### src/rtl/multicycle_controller.sv
// multicycle_controller: multicycle RV32I control FSM sequencing fetch/decode/execute/memory/writeback
// with memory wait states and a sticky illegal-instruction trap.
module multicycle_controller #(
   parameter int ALUCTRL_W   = 3,
   parameter bit SUPPORT_BNE = 1'b1,
   parameter bit SUPPORT_LUI = 1'b1,
   parameter bit MEM_WAIT    = 1'b1
) (
   input  logic                 clk,
   input  logic                 reset,
   input  logic [6:0]           op,
   input  logic [2:0]           funct3,
   input  logic                 funct7b5,
   input  logic                 Zero,
   input  logic                 MemReady,
   output logic                 PCWrite,
   output logic                 AdrSrc,
   output logic                 MemWrite,
   output logic                 IRWrite,
   output logic [1:0]           ResultSrc,
   output logic [1:0]           ALUSrcA,
   output logic [1:0]           ALUSrcB,
   output logic                 RegWrite,
   output logic [2:0]           ImmSrc,
   output logic [ALUCTRL_W-1:0] ALUControl,
   output logic                 Illegal,
   output logic [3:0]           State
);
   typedef enum logic [3:0] {
      FETCH = 4'd0, DECODE = 4'd1, MEMADR = 4'd2, MEMREAD = 4'd3, MEMWB = 4'd4,
      MEMWRITE = 4'd5, EXECR = 4'd6, EXECI = 4'd7, ALUWB = 4'd8, BRANCH = 4'd9,
      JAL = 4'd10, EXECU = 4'd11, TRAP = 4'd15
   } state_e;
   state_e state_q, state_d;
   logic mem_rdy, fd_ok, br_ok, br_take;
   logic [3:0] fd_alu, alu;
   assign mem_rdy = MEM_WAIT ? MemReady : 1'b1;
   assign fd_ok = (funct3 inside {3'b000, 3'b010, 3'b110, 3'b111}) ||
                  (ALUCTRL_W == 4 && (funct3 inside {3'b001, 3'b100, 3'b101}));
   assign br_ok = (funct3 == 3'b000) || (SUPPORT_BNE && funct3 == 3'b001);
   assign br_take = funct3[0] ? !Zero : Zero;
   // ALU codes kept 4 bits wide internally; the 3-bit build simply drops the top bit
   assign fd_alu = funct3 == 3'b000 ? ((op[5] & funct7b5) ? 4'b0001 : 4'b0000) :
                   funct3 == 3'b010 ? 4'b0101 :
                   funct3 == 3'b110 ? 4'b0011 :
                   funct3 == 3'b111 ? 4'b0010 :
                   funct3 == 3'b100 ? 4'b0100 :
                   funct3 == 3'b001 ? 4'b0110 :
                   funct3 == 3'b101 ? (funct7b5 ? 4'b1000 : 4'b0111) : 4'b0000;
   assign ALUControl = alu[ALUCTRL_W-1:0];
   assign State = state_q;
   always_ff @(posedge clk) begin
      state_q <= reset ? FETCH : state_d;
   end
   always_comb begin
      state_d = state_q;
      case (state_q)
         FETCH:    state_d = mem_rdy ? DECODE : FETCH;
         DECODE: begin
            case (op)
               7'b0000011, 7'b0100011: state_d = MEMADR;
               7'b0110011:             state_d = EXECR;
               7'b0010011:             state_d = EXECI;
               7'b1100011:             state_d = BRANCH;
               7'b1101111:             state_d = JAL;
               7'b0110111:             state_d = SUPPORT_LUI ? EXECU : TRAP;
               default:                state_d = TRAP;
            endcase
         end
         MEMADR:   state_d = op[5] ? MEMWRITE : MEMREAD;
         MEMREAD:  state_d = mem_rdy ? MEMWB : MEMREAD;
         MEMWB:    state_d = FETCH;
         MEMWRITE: state_d = mem_rdy ? FETCH : MEMWRITE;
         EXECR:    state_d = fd_ok ? ALUWB : TRAP;
         EXECI:    state_d = fd_ok ? ALUWB : TRAP;
         EXECU:    state_d = ALUWB;
         ALUWB:    state_d = FETCH;
         BRANCH:   state_d = br_ok ? FETCH : TRAP;
         JAL:      state_d = ALUWB;
         default:  state_d = TRAP;
      endcase
   end
   always_comb begin
      PCWrite   = 1'b0;
      AdrSrc    = 1'b0;
      MemWrite  = 1'b0;
      IRWrite   = 1'b0;
      ResultSrc = 2'b00;
      ALUSrcA   = 2'b00;
      ALUSrcB   = 2'b00;
      RegWrite  = 1'b0;
      ImmSrc    = 3'b000;
      alu       = 4'b0000;
      Illegal   = 1'b0;
      case (state_q)
         FETCH: begin
            ALUSrcB   = 2'b10;
            ResultSrc = 2'b10;
            IRWrite   = mem_rdy;
            PCWrite   = mem_rdy;
         end
         DECODE: begin
            ALUSrcA = 2'b01;
            ALUSrcB = 2'b01;
            ImmSrc  = 3'b010;
         end
         MEMADR: begin
            ALUSrcA = 2'b10;
            ALUSrcB = 2'b01;
            ImmSrc  = op[5] ? 3'b001 : 3'b000;
         end
         MEMREAD:  AdrSrc = 1'b1;
         MEMWB: begin
            ResultSrc = 2'b01;
            RegWrite  = 1'b1;
         end
         MEMWRITE: begin
            AdrSrc   = 1'b1;
            MemWrite = 1'b1;
         end
         EXECR: begin
            ALUSrcA = 2'b10;
            alu     = fd_alu;
            Illegal = !fd_ok;
         end
         EXECI: begin
            ALUSrcA = 2'b10;
            ALUSrcB = 2'b01;
            alu     = fd_alu;
            Illegal = !fd_ok;
         end
         EXECU: begin
            ALUSrcA = 2'b11;
            ALUSrcB = 2'b01;
            ImmSrc  = 3'b100;
         end
         ALUWB:    RegWrite = 1'b1;
         BRANCH: begin
            ALUSrcA = 2'b10;
            alu     = 4'b0001;
            PCWrite = br_ok & br_take;
            Illegal = !br_ok;
         end
         JAL: begin
            ALUSrcA = 2'b01;
            ALUSrcB = 2'b10;
            PCWrite = 1'b1;
         end
         TRAP:     Illegal = 1'b1;
         default:  Illegal = 1'b0;
      endcase
      if (reset) begin
         PCWrite  = 1'b0;
         IRWrite  = 1'b0;
         MemWrite = 1'b0;
         RegWrite = 1'b0;
      end
   end
endmodule

### config.mk
export PLATFORM = sky130hd
export DESIGN_NAME = multicycle_controller
export DESIGN_NICKNAME = d
export VERILOG_FILES = /design/src/rtl/multicycle_controller.sv
export SDC_FILE = /design/constraint.sdc
export NUM_CORES = 1
export LEC_CHECK = 0
export BUFFER_PORTS_ARGS = -buffer_cell sky130_fd_sc_hd__buf_4
export CELL_PAD_IN_SITES_DETAIL_PLACEMENT = 1
export CELL_PAD_IN_SITES_GLOBAL_PLACEMENT = 2
export CORE_ASPECT_RATIO = 1.1
export CORE_MARGIN = 3
export CORE_UTILIZATION = 23
export CTS_CLUSTER_SIZE = 28
export DETAILED_ROUTE_END_ITERATION = 8
export GPL_ROUTABILITY_DRIVEN = 0
export PLACE_DENSITY_LB_ADDON = 0.1
export SETUP_SLACK_MARGIN = 0.05
export SYNTH_ARGS = -nofsm -noshare
export SYNTH_HDL_FRONTEND = slang
export SYNTH_SLANG_ARGS = --single-unit
### constraint.sdc
create_clock -name clk -period 2 [get_ports clk]
set_input_delay 0.4 -clock clk [delete_from_list [all_inputs] [get_ports clk]]
set_output_delay 0.4 -clock clk [all_outputs]
set_load 0.01 [all_outputs]
==> qor.yml <==
outcome:
  status: "complete, no violations"
clock_tree:
  clk_pin_slew_worst_paths_ns: 0.04
  cts_sinks: 4
  clock_latency_ns: 0.24
  cts_root_buf: "clkbuf_4"
  h-tree-depth: 1
  cts_tree: "done"
  clk_path_buf_depth: 2
  post-cts-setup-buffer-count: 0
  cts_made_buffers: 3
synth:
  async_reset_ff_share_pct: 0
  ys_ff_latch: 4
  synthCells: 95
  synthXorXnorAreaFrac_pct: 3.93
  synth_top_family_by_area: "simple AND/OR/NAND/NOR gates"
  synth_compound_area_share_pct: 30.3
  synth_nets: 110
  synth_simple_gate_area_share_pct: 44.1
  yosysTopAreaCellShare_pct: 12.0
  yosysSeqAreaShare_pct: 12.0
  synthDistinctLibCells: 41
  synthesis.area_um2: 669
  synth-main-ff-cell: "dfxtp_1"
  yosys.area.top_type: "dfxtp_1"
  synth.area.top_cells: "dfxtp_1 (12%), nor3_1 (6.0%), a21oi_1 (5.2%)"
  synth_mux_area_share_pct: 1.50
  synth_adder_area_share_pct: 0
  syn_area_per_cell_um2: 7.05
  synth-edff-count: 0
  yosysWarningCount: 0
sta:
  drv_slew: 0
  maxSlewHeadroom_pct: 78.6
  rsz0062_at_grt: "no"
  hold_violations: 0
  fin_crit_ns: 1.82
  clock_skew_ns: 0.00449
  fin_setup_tns_ns: 0
  fmax_mhz: 550
  fin_crit_sh_pct: 91.0
  tightest_slew_ns: 0.317
  setup_viol: 0
floorplanning:
  dieArea_um2: 3590
  fp.coreArea_um2: 2640
  ios: 37
  die_w_um: 57.4
  chipHeight_um: 62.6
  start_util_pct: 25.4
  rows: 19
finish:
  drive_gt1_share_pct: 42.5
  final_common_cell: "buf_4"
  nFillCells: 360
  area_delta_synth_final_pct: 52.9
  largest_reg_flops: 4
  layout_common_cells: "buf_4 (44), nor3_1 (8), nor2_1 (7), o21ai_0 (7), a21oi_1 (7)"
  layout.nets: 151
  diodes: 0
power:
  seq_power_share_pct: 14.2
  pwr-share-clk_pct: 6.9
  power_density_nw_per_um2: 1430
  combPwrFrac_pct: 78.9
  total_power_mw: 1.46
  internal_power_uw: 767
  swShare_pct: 47.6
  switchingPower_uw: 695
  power_leakage_nw: 0.455
  ir_drop_mv: 0.586
drt:
  antenna_left: 0
  routedWlPerCell_um: 14.7
  dr_total_vias: 902
  remaining_drc_errors: 0
  drt_wl_total_um: 2420
  firstDrtPassIters: 4
  first_iter_violations: 22
  routed_via_density: 5.47
grt:
  grt_pass1_vias: 897
  grt_use_total_pct: 13.5
  antenna_found_initial: 0
  grt_pass1_wl_um: 4000
  grt_max_degree: 13
  gr-total-overflow: 0
worst_setup_path:
  slowest_delay_ns: 0.38
  crit_path_start: "State[1]"
  crit_fanout: 12
  criticalPathCategory: "register to output port"
  cp_data_required_time_ns: 1.60
  r2r_slack_ns: 0.63
  cp-start-kind: "register"
  crit_top_cell: "buf_4"
  ff2ff_path_depth: 5
  cp-end-kind: "output port"
  crit_chain: "buf_4 > nand3_1 > o22ai_1 > buf_4"
  arrival_ns: 1.42
  r2r-start: "State[2]"
  r2r_end: "State[2]"
  cp_slowest_cell: "dfxtp_1"
placement:
  place_hpwl_um: 2040
  portBuffers: 36
hold_path:
  min_from: "reset"
  hold_end: "State[3]"
  min_delay_path_depth: 2
  min_path_type: "primary input to register"
job:
  max-cap-violations: 0
how the worst max path moves through the flow:
| stage | to | depth (start not counted) | slack, ns |
|---|---|---|---|
| 3_5_place_dp | PCWrite | 6 | 0.18 |
| 2_1_floorplan | IRWrite | 4 | 0.40 |
| 5_1_grt | Illegal | 4 | 0.06 |
| 4_1_cts | ALUSrcB[0] | 5 | 0.08 |
| 3_3_place_gp | PCWrite | 6 | 0.22 |
| 6_report | Illegal | 4 | 0.18 |
worst max-delay path, delay by kind of cell (launching register included):
family / cells / cell delay [ns]
compound gates: 1 / 0.23
buf+inv: 2 / 0.37
flops: 1 / 0.38
simple gates: 1 / 0.20
synth_stat cells, types with 2 or more instances:
cell type	count
o22ai_1	3
nand3_1	2
xor2_1	3
o21ai_0	7
nor3b_1	3
a21oi_1	7
nor4_1	2
and3_1	2
nand2_1	4
a41oi_1	2
nor3_1	8
a31oi_1	4
and4b_1	2
nor2_1	8
dfxtp_1	4
buf_2	5
nand2b_1	5
final cells by class:
cell class | count | area [um2] | area share [%]
clock buffers | 3 | 22.5 | 2.20
inverters | 2 | 7.51 | 0.733
multi-input cells | 81 | 542 | 52.9
flip-flops and latches | 4 | 82.6 | 8.07
well taps | 31 | 38.8 | 3.79
repair buffers | 44 | 330 | 32.3
stage by stage:
step	setup slack, ns	instance area, um2	hold WS, ns	cells	util (%)
after floorplan	0.399	669	0.633	95	-
after CTS	0.0830	1010	0.410	165	38.4
after global routing	0.0574	1020	0.412	165	38.8
after detailed placement	0.184	991	0.660	162	37.6
after global placement	0.216	991	0.659	162	37.6
final	0.180	1020	0.402	165	38.8
what timing repair did:
item | CTS | global route
resized for setup | 0 | 4
hold buffers | 0 | 0
hold endpoints to repair | 0 | 0
setup endpoints to repair | 0 | 7
routing by layer:
metal | wire length [um] | global-route usage, % | vias up
met5 | 0 | 0 | -
met2 | 1230 | 24.7 | 29
li1 | - | - | 441
met3 | 165 | 2.48 | 2
met1 | 1010 | 15.7 | 430
met4 | 16 | 3.48 | 0
logic make-up (layout without fill, tap and decap cells):
logic type                after synthesis  after routing
DFF                                     4              4
muxes                                   1              1
buffers and inverters                  10             49
AOI/OAI and AO/OA                      31             31
xor gates and xnor gates                3              3
and+or+nand+nor                        46             46
power by group through the flow:
| stage | clock network, mW | registers [mW] | logic (mW) |
|---|---|---|---|
| final | 0.101 | 0.207 | 1.15 |
| after floorplan | 0 | 0.167 | 0.715 |
| after global placement | 0 | 0.202 | 1.16 |
| after detailed placement | 0 | 0.202 | 1.16 |
| after global routing | 0.112 | 0.221 | 1.27 |
| after CTS | 0.104 | 0.201 | 1.17 |
Power figures use the tool's default switching activity.
